$ cat config.mk
export PLATFORM = sky130hd
export DESIGN_NAME = lbb_master
export DESIGN_NICKNAME = d
export VERILOG_FILES = /design/src/rtl/lbb_master.sv
export SDC_FILE = /design/constraint.sdc
export NUM_CORES = 1
export LEC_CHECK = 0
export CAP_MARGIN = 20
export CORE_UTILIZATION = 35
export DETAILED_ROUTE_END_ITERATION = 10
export SYNTH_ARGS = -nofsm -noshare
export SYNTH_HDL_FRONTEND = slang
export SYNTH_SLANG_ARGS = --single-unit
$ cat constraint.sdc
create_clock -name I_LCLK -period 5.7 [get_ports I_LCLK]
set_input_delay 1.14 -clock I_LCLK [delete_from_list [all_inputs] [get_ports I_LCLK]]
set_output_delay 1.14 -clock I_LCLK [all_outputs]
set_load 0.01 [all_outputs]
$ cat src/rtl/lbb_master.sv
// lbb_master: local-bus burst master (LHOLD/ADS/BLAST handshake), splitting bursts at 16-byte lines.
// Define LBM_TIMEOUT_EN to abort a data phase after 255 idle DATA cycles (reported on O_ERR).
`timescale 1ns/1ps
module lbb_master (
  input  logic        I_LCLK,
  input  logic        I_RESET,
  input  logic        I_CMD_VALID,
  output logic        O_CMD_READY,
  input  logic        I_CMD_WRITE,
  input  logic [29:0] I_CMD_ADDR,
  input  logic [1:0]  I_CMD_BEATS,
  input  logic [3:0]  I_CMD_BE,
  input  logic [31:0] I_WDATA,
  output logic        O_WDATA_ACK,
  output logic [31:0] O_RDATA,
  output logic        O_RDATA_VALID,
  output logic        O_DONE,
  output logic        O_ERR,
  output logic        O_LHOLD,
  input  logic        I_LHOLDA,
  output logic        ON_ADS,
  output logic        ON_BLAST,
  output logic        ON_LWR,
  output logic [3:0]  ON_LBE,
  output logic [31:0] O_LAD,
  output logic        O_LAD_OE,
  input  logic [31:0] I_LAD,
  input  logic        IN_READY,
  input  logic        IN_BTERM
);
  typedef enum logic [2:0] {ST_IDLE, ST_REQ, ST_ADDR, ST_DATA, ST_RECOV} state_e;

  state_e      state_q, state_d;
  logic        write_q, write_d;
  logic [29:0] addr_q, addr_d;
  logic [3:0]  be_q, be_d;
  logic [2:0]  left_q, left_d;
  logic [2:0]  phase_q, phase_d;
  logic        lhold_q, lhold_d;
  logic        ads_n_q, ads_n_d;
  logic        blast_n_q, blast_n_d;
  logic        lwr_n_q, lwr_n_d;
  logic [3:0]  lbe_n_q, lbe_n_d;
  logic [31:0] lad_q, lad_d;
  logic        lad_oe_q, lad_oe_d;
  logic        cmd_ready_q, cmd_ready_d;
  logic [31:0] rdata_q, rdata_d;
  logic        rvalid_q, rvalid_d;
  logic        done_q, done_d;
  logic        beat_done, finish;
  logic [29:0] addr_inc;
  logic [2:0]  left_dec, phase_dec;
`ifdef LBM_TIMEOUT_EN
  logic [7:0]  tmo_q, tmo_d;
  logic        err_q, err_d;
`endif

  // Beats that fit before the next 16-byte line boundary.
  function automatic logic [2:0] phase_len(input logic [1:0] word_in_line, input logic [2:0] n);
    logic [2:0] room;
    room = 3'd4 - {1'b0, word_in_line};
    return (n < room) ? n : room;
  endfunction

  assign beat_done = (state_q == ST_DATA) && (!IN_READY || !IN_BTERM);
  assign addr_inc  = addr_q + 30'd1;
  assign left_dec  = left_q - 3'd1;
  assign phase_dec = phase_q - 3'd1;

  always_comb begin
    state_d     = state_q;
    write_d     = write_q;
    addr_d      = addr_q;
    be_d        = be_q;
    left_d      = left_q;
    phase_d     = phase_q;
    lhold_d     = lhold_q;
    ads_n_d     = ads_n_q;
    blast_n_d   = blast_n_q;
    lwr_n_d     = lwr_n_q;
    lbe_n_d     = lbe_n_q;
    lad_d       = lad_q;
    lad_oe_d    = lad_oe_q;
    cmd_ready_d = cmd_ready_q;
    rdata_d     = rdata_q;
    rvalid_d    = 1'b0;
    done_d      = 1'b0;
    finish      = 1'b0;
`ifdef LBM_TIMEOUT_EN
    tmo_d       = tmo_q;
    err_d       = 1'b0;
`endif
    case (state_q)
      ST_IDLE: begin
        cmd_ready_d = 1'b1;
        if (I_CMD_VALID && cmd_ready_q) begin
          write_d     = I_CMD_WRITE;
          addr_d      = I_CMD_ADDR;
          be_d        = I_CMD_BE;
          left_d      = {1'b0, I_CMD_BEATS} + 3'd1;
          lhold_d     = 1'b1;
          cmd_ready_d = 1'b0;
          state_d     = ST_REQ;
        end
      end
      ST_REQ: begin
        if (I_LHOLDA) begin
          state_d  = ST_ADDR;
          ads_n_d  = 1'b0;
          lad_d    = {addr_q, 2'b00};
          lad_oe_d = 1'b1;
          lwr_n_d  = ~write_q;
          lbe_n_d  = ~be_q;
          phase_d  = phase_len(addr_q[1:0], left_q);
        end
      end
      ST_ADDR: begin
        state_d   = ST_DATA;
        ads_n_d   = 1'b1;
        lad_d     = '0;
        lad_oe_d  = write_q;
        blast_n_d = (phase_q != 3'd1);
`ifdef LBM_TIMEOUT_EN
        tmo_d     = '0;
`endif
      end
      ST_DATA: begin
        if (beat_done) begin
          rvalid_d = ~write_q;
          if (!write_q) rdata_d = I_LAD;
          addr_d  = addr_inc;
          left_d  = left_dec;
          phase_d = phase_dec;
`ifdef LBM_TIMEOUT_EN
          tmo_d   = '0;
`endif
          if (left_q == 3'd1) begin
            finish = 1'b1;
          end else if (!IN_BTERM || phase_q == 3'd1) begin
            // Re-arbitration is not needed: LHOLD stays up and a fresh address phase starts.
            state_d   = ST_ADDR;
            ads_n_d   = 1'b0;
            blast_n_d = 1'b1;
            lad_d     = {addr_inc, 2'b00};
            lad_oe_d  = 1'b1;
            phase_d   = phase_len(addr_inc[1:0], left_dec);
          end else begin
            blast_n_d = (phase_dec != 3'd1);
          end
        end
`ifdef LBM_TIMEOUT_EN
        else if (tmo_q == 8'hFF) begin
          finish = 1'b1;
          err_d  = 1'b1;
        end else begin
          tmo_d = tmo_q + 8'd1;
        end
`endif
      end
      ST_RECOV: begin
        state_d     = ST_IDLE;
        cmd_ready_d = 1'b1;
      end
      default: state_d = ST_IDLE;
    endcase
    if (finish) begin
      state_d   = ST_RECOV;
      lhold_d   = 1'b0;
      done_d    = 1'b1;
      ads_n_d   = 1'b1;
      blast_n_d = 1'b1;
      lwr_n_d   = 1'b1;
      lbe_n_d   = '1;
      lad_d     = '0;
      lad_oe_d  = 1'b0;
    end
  end

  always_ff @(posedge I_LCLK or posedge I_RESET) begin
    if (I_RESET) begin
      state_q     <= ST_IDLE;
      write_q     <= 1'b0;
      addr_q      <= '0;
      be_q        <= '0;
      left_q      <= '0;
      phase_q     <= '0;
      lhold_q     <= 1'b0;
      ads_n_q     <= 1'b1;
      blast_n_q   <= 1'b1;
      lwr_n_q     <= 1'b1;
      lbe_n_q     <= '1;
      lad_q       <= '0;
      lad_oe_q    <= 1'b0;
      cmd_ready_q <= 1'b0;
      rdata_q     <= '0;
      rvalid_q    <= 1'b0;
      done_q      <= 1'b0;
`ifdef LBM_TIMEOUT_EN
      tmo_q       <= '0;
      err_q       <= 1'b0;
`endif
    end else begin
      state_q     <= state_d;
      write_q     <= write_d;
      addr_q      <= addr_d;
      be_q        <= be_d;
      left_q      <= left_d;
      phase_q     <= phase_d;
      lhold_q     <= lhold_d;
      ads_n_q     <= ads_n_d;
      blast_n_q   <= blast_n_d;
      lwr_n_q     <= lwr_n_d;
      lbe_n_q     <= lbe_n_d;
      lad_q       <= lad_d;
      lad_oe_q    <= lad_oe_d;
      cmd_ready_q <= cmd_ready_d;
      rdata_q     <= rdata_d;
      rvalid_q    <= rvalid_d;
      done_q      <= done_d;
`ifdef LBM_TIMEOUT_EN
      tmo_q       <= tmo_d;
      err_q       <= err_d;
`endif
    end
  end

  // Write data and its ack bypass the output flops so the host can advance data on the completing edge.
  assign O_WDATA_ACK   = beat_done && write_q;
  assign O_LAD         = (state_q == ST_DATA && write_q) ? I_WDATA : lad_q;
  assign O_LAD_OE      = lad_oe_q;
  assign O_LHOLD       = lhold_q;
  assign ON_ADS        = ads_n_q;
  assign ON_BLAST      = blast_n_q;
  assign ON_LWR        = lwr_n_q;
  assign ON_LBE        = lbe_n_q;
  assign O_CMD_READY   = cmd_ready_q;
  assign O_RDATA       = rdata_q;
  assign O_RDATA_VALID = rvalid_q;
  assign O_DONE        = done_q;
`ifdef LBM_TIMEOUT_EN
  assign O_ERR         = err_q;
`else
  assign O_ERR         = 1'b0;
`endif
endmodule

# Word level (Yosys, flattened, before mapping)
# Index checks and enable logic that the tools add are counted.
classes:
  n_reduce_logical: 27
  addsub: 6
  n_eq_ne: 16
  n_bitwise: 2
  magnitude_cmp: 2
  n_mux: 61
op_table:
  columns: ["op", "n"]
  rows:
  - ["32-bit two-way mux", 6]
  - ["32-bit one-hot mux with 3 select lines", 1]
  - ["30-bit two-way mux", 2]
  - ["30-bit one-hot mux with 2 select lines", 1]
  - ["3-bit two-way mux", 14]
  - ["30-bit by 1-bit adder with 30-bit output, second input constant", 1]
  - ["1-bit two-way mux", 27]
  - ["2-bit nonzero test", 7]
  - ["4-bit two-way mux", 3]
  - ["3-bit inequality test, second input constant", 4]
  - ["3-bit one-hot mux with 2 select lines", 2]
  - ["3-bit one-hot mux with 4 select lines", 1]
  - ["3-bit AND reduction", 4]
  - ["5-bit AND reduction", 2]
  - ["3-bit by 1-bit equality test with 1-bit output, second input constant", 3]
  - ["3-bit by 2-bit equality test with 1-bit output, second input constant", 2]
  - ["3-bit < comparator", 2]
  - ["2-bit inequality test, second input constant", 3]
  - ["3-bit by 1-bit inequality test with 1-bit output, second input constant", 2]
  - ["1-bit one-hot mux with 3 select lines", 2]
  - ["2-bit AND reduction", 3]
  - ["3-bit by 1-bit subtractor with 3-bit output, second input constant", 2]
  - ["3-bit by 2-bit subtractor with 3-bit output, first input constant", 2]
  - ["1-bit logical AND", 4]
  - ["other kinds (11)", 14]
word_totals:
  register_bits: 120
  elab_cells: 131
  input_bits: 107

# Depth between registers and ports, before layout
depth:
  depth_word: 8
  depth_mapped: 10
  mapped_depth_nobuf: 9

# Least setup slack after synthesis
# Ideal clock, no wire load.
synth_path:
  path_kind: "flip-flop to output port"
  start: "register state_q[0]"
  end: "output port O_LAD[10]"
  path_slack_ns: 2.983
  arrival_time_ns: 1.577
  path_buffers: 2
  path_stages_with_launch: 6
  cell_sequence: "dfrtp_1 and3b_1 buf_2 nand2_1 clkbuf_1 mux2_2"
synth_via:
  elab_chain_len: 3
synth_lines:
  columns: ["item", "line_no", "text"]
  rows:
  - ["from (decl)", "33", "state_e state_q, state_d;"]
  - ["from (signal assigned)", "203", "state_q <= state_d;"]
  - ["3-bit by 2-bit equality test with 1-bit output", "229", "assign O_LAD = (state_q == ST_DATA && write_q) ? I_WDATA : lad_q;"]
  - ["1-bit logical AND", "229", null]
  - ["32-bit two-way mux", "229", null]
  - ["to (decl)", "25", "output logic [31:0] O_LAD,"]
# No other way between the ends.

# Final worst setup path
layout_path:
  start: "register state_q[0]"
  end: "output port O_LAD[26]"
# The elaborated chain is that of the path after synthesis.

==> impl_results.md <==
- Core ar.: 0.0183 mm²
- Ys Warns: 0
- Post-Synth Simple-Gate Area: 17.0%
- CTS max path bufs: 2
- Crit Path Max Fanout: 25
- Synth area leader: dfrtp_1
- Clock Latency Late Sink: ~0.41 ns
- WP buf/inv: 3
- Max-Cap Viols: 0
- Synthesized instance count: between 700 and 800
- Pin count of the biggest net entering global routing: 89
- Die Y: 140 µm
- Initial antenna violation count: 0
- Largest family of logic cells by synthesized area: compound AO/OA/AOI/OAI gates
- # hold bufs at CTS: 0
- Most used cell, CP: buf_4
- Final WL: 19.4 mm
- Drt drc: 0
- Tot GR Track Use: about a fifth
- R2R Setup Slk: 2.00 ns
- DP HPWL: approximately 14 mm
- Result of the run: finished, final reports clean
- Worst Setup End Kind: primary output
- CP arrival: 2.80 ns
- Final slew viol count: 0
- ANT cells: 0
- Max incr delay on CP: ~0.48 ns
- Post-CTS sizing: 0
- Cts bufs inserted: 17
- Ratio of total power to cell area: a little over 600 mW/mm²
- Post-synthesis mux area share: between 10% and 20%
- Crit-path cells: buf_4 > and3b_2 > nand2_1 > buf_4 > mux2_2 > clkdlybuf4s50_1
- Crit path kind: reg -> out
- Worst setup margin: 1.76 ns
- Area delta synth->final: 39.5%
- Worst Max-Slew Pin Slew: 1.05 ns
- Asr flop ratio synth: 100%
- WL per Instance: roughly 17 µm
- EDFF count, synth: 0
- Final Hold Fails: 0
- Clock Skew: 0.00650 ns
- Share of cells above drive strength 1: 16.0%
- Leakage: 3.73 nW
- Avg Cell Area, Syn: 9.43 µm²
- CTS Root Cell: clkbuf_16
- Final setup viols: 0
- Vias in the first global route: approximately 5,700
- FP Rows: 49
- Drt first pass iters: 5
- Cell class contributing the biggest share of worst-path delay: buffers and inverters
- Final TNS setup: 0 ns
- Hold/Removal Path Class: reg -> reg
- CP required: roughly 4.6 ns
- Post-synthesis share of cell area spent on full adders, half adders and majority gates: 2.27%
- Clock-pin slew on the worst setup and hold paths: roughly 0.060 ns
- Critical path launch point type: flip-flop
- Final Hold Slack: ~0.44 ns
- Placer Congestion: 0.820
- Power consumption: 0.00575 W
- Area fraction of the dominant cell type after synthesis: a little over two fifths
- DRT antenna net count: 0
- Netlist Area Pre-Place: 0.00662 mm²
- First-pass GRT wire length: approximately 31 mm
- I/O pin total: approximately 190
- Die width: around 140 µm
- Filler Cell Count: 1,729
- Initial Util: ~36%
- Max VDD drop: about 0.00029 V
- Gr ovfl total: 0
- Port-buffer cells: 183
- Net count of the mapped netlist: 821
- Crit share post-route: between 60% and 70%
- Yosys cell types: 54
- Drt via density: 5.39
- Tmin final: 3.94 ns
- Commonest cells post-synth: dfrtp_1 (111), nand2_1 (78), mux2_2 (69), a21oi_1 (66), nor2_1 (48)
- Pre-CTS setup slack: 1.68 ns
- Initial DRC Count: 423
- Synth top area cells: dfrtp_1 (42%), mux2_2 (12%), a21oi_1 (5.0%)
- Synth Area in Compound Gates: a little under a fifth
- Post-layout nets: 986
- Max_slew headroom: roughly 29%
- Via count: 5,974
- Xor/xnor share of the synthesized area: less than 1%
- Peak Freq: 254 MHz
- Seq cells post-synth: 118
- Top-count cell post-synth: dfrtp_1
- H-tree depth: 4
- Clock tree from TritonCTS: built
- Prevailing post-synth register cell: dfrtp_1
- CTS sink count: about 120
- CP max-delay cell: clkdlybuf4s50_1
- Die footprint: around 0.019 mm²
- Postcts setup bufs: 0
- RSZ-0062 raised after global routing: false
- Part of the Yosys area used for sequential elements: 44.7%
==> per-stage QoR <==
step / util (%) / cells / instance area, µm²
2_1_floorplan: - / 702 / 6620
3_3_place_gp: 47.2 / 1076 / 8630
3_5_place_dp: 47.3 / 1077 / 8630
4_1_cts: 50.6 / 1109 / 9240
5_1_grt: 50.6 / 1109 / 9240
6_report: 50.6 / 1109 / 9240
==> worst paths after layout <==
check	from	to	cells after the start
worst max register to register	state_q[0]$_DFFE_PP0P_	lad_q[25]$_DFFE_PP0P_	8
worst min register to register	be_q[3]$_DFFE_PP0P_	ON_LBE[3]$_DFFE_PP1P_	1
worst max-delay path	state_q[0]$_DFFE_PP0P_	O_LAD[26]	6
worst min-delay path	be_q[3]$_DFFE_PP0P_	ON_LBE[3]$_DFFE_PP1P_	1
max in group asynchronous	I_RESET	ON_LBE[3]$_DFFE_PP1P_	3
min in group asynchronous	I_RESET	O_RDATA[12]$_DFFE_PP0P_	2
==> cell usage in the layout, fill, tap and decap left out, drive strengths merged, types with 13 or more instances in the layout <==
cell and count:
clkdlybuf4s50 183, dfrtp 111, nand2 78, mux2 69, a21oi 67, nor2 48, o21ai 45, nand3 22
nor3 20, inv 20, clkbuf 17, o22ai 15, o211ai 13
==> flip-flops by register name, summed over array words and instances, names as in the netlist, 3 cells and up <==
name,cells
addr_q,30
lad_q,30
phase_q,3
left_q,3
be_q,4
state_q,3
O_RDATA,32
ON_LBE,4
==> power breakdown <==
| group | total [W] | switching, W | internal [W] |
|---|---|---|---|
| logic | 0.00297 | 0.00149 | 0.00148 |
| registers | 0.00169 | 0.000402 | 0.00129 |
| clock network | 0.00109 | 0.000402 | 0.000687 |
==> cell type report <==
| type | count | area [µm²] | share of cell area (%) |
|---|---|---|---|
| Inverter | 19 | 73.8 | 0.799 |
| Sequential cell | 118 | 2960 | 32.1 |
| Tap cell | 229 | 287 | 3.10 |
| Clock buffer | 17 | 425 | 4.60 |
| Clock inverter | 15 | 180 | 1.95 |
| Timing Repair Buffer | 195 | 1920 | 20.8 |
| Multi-Input combinational cell | 516 | 3390 | 36.7 |
==> worst register-to-register path, stage by stage (launching register included) <==
cell and delay [ns]:
dfrtp_1 0.32, buf_4 0.27, and3b_2 0.24, buf_4 0.64, nand3_2 0.50, o211ai_1 0.64, or3_1 0.59, nor3b_1 0.11
a221o_1 0.27
==> cell families after synthesis <==
logic type,after synthesis
xor+xnor,3
mux,73
other cells,1
buf+inv,68
fa+ha+maj,12
compound gates,203
simple gates,224
flops,118
==> per-layer routing <==
layer	part of all wire (%)	up-vias	global-route usage, %
met5	0	-	0
met3	7.0	23	5.16
met4	1.6	0	6.30
met2	44	235	31.8
met1	47	2815	28.7
li1	-	2901	-
(Power assumes the default switching activity.)
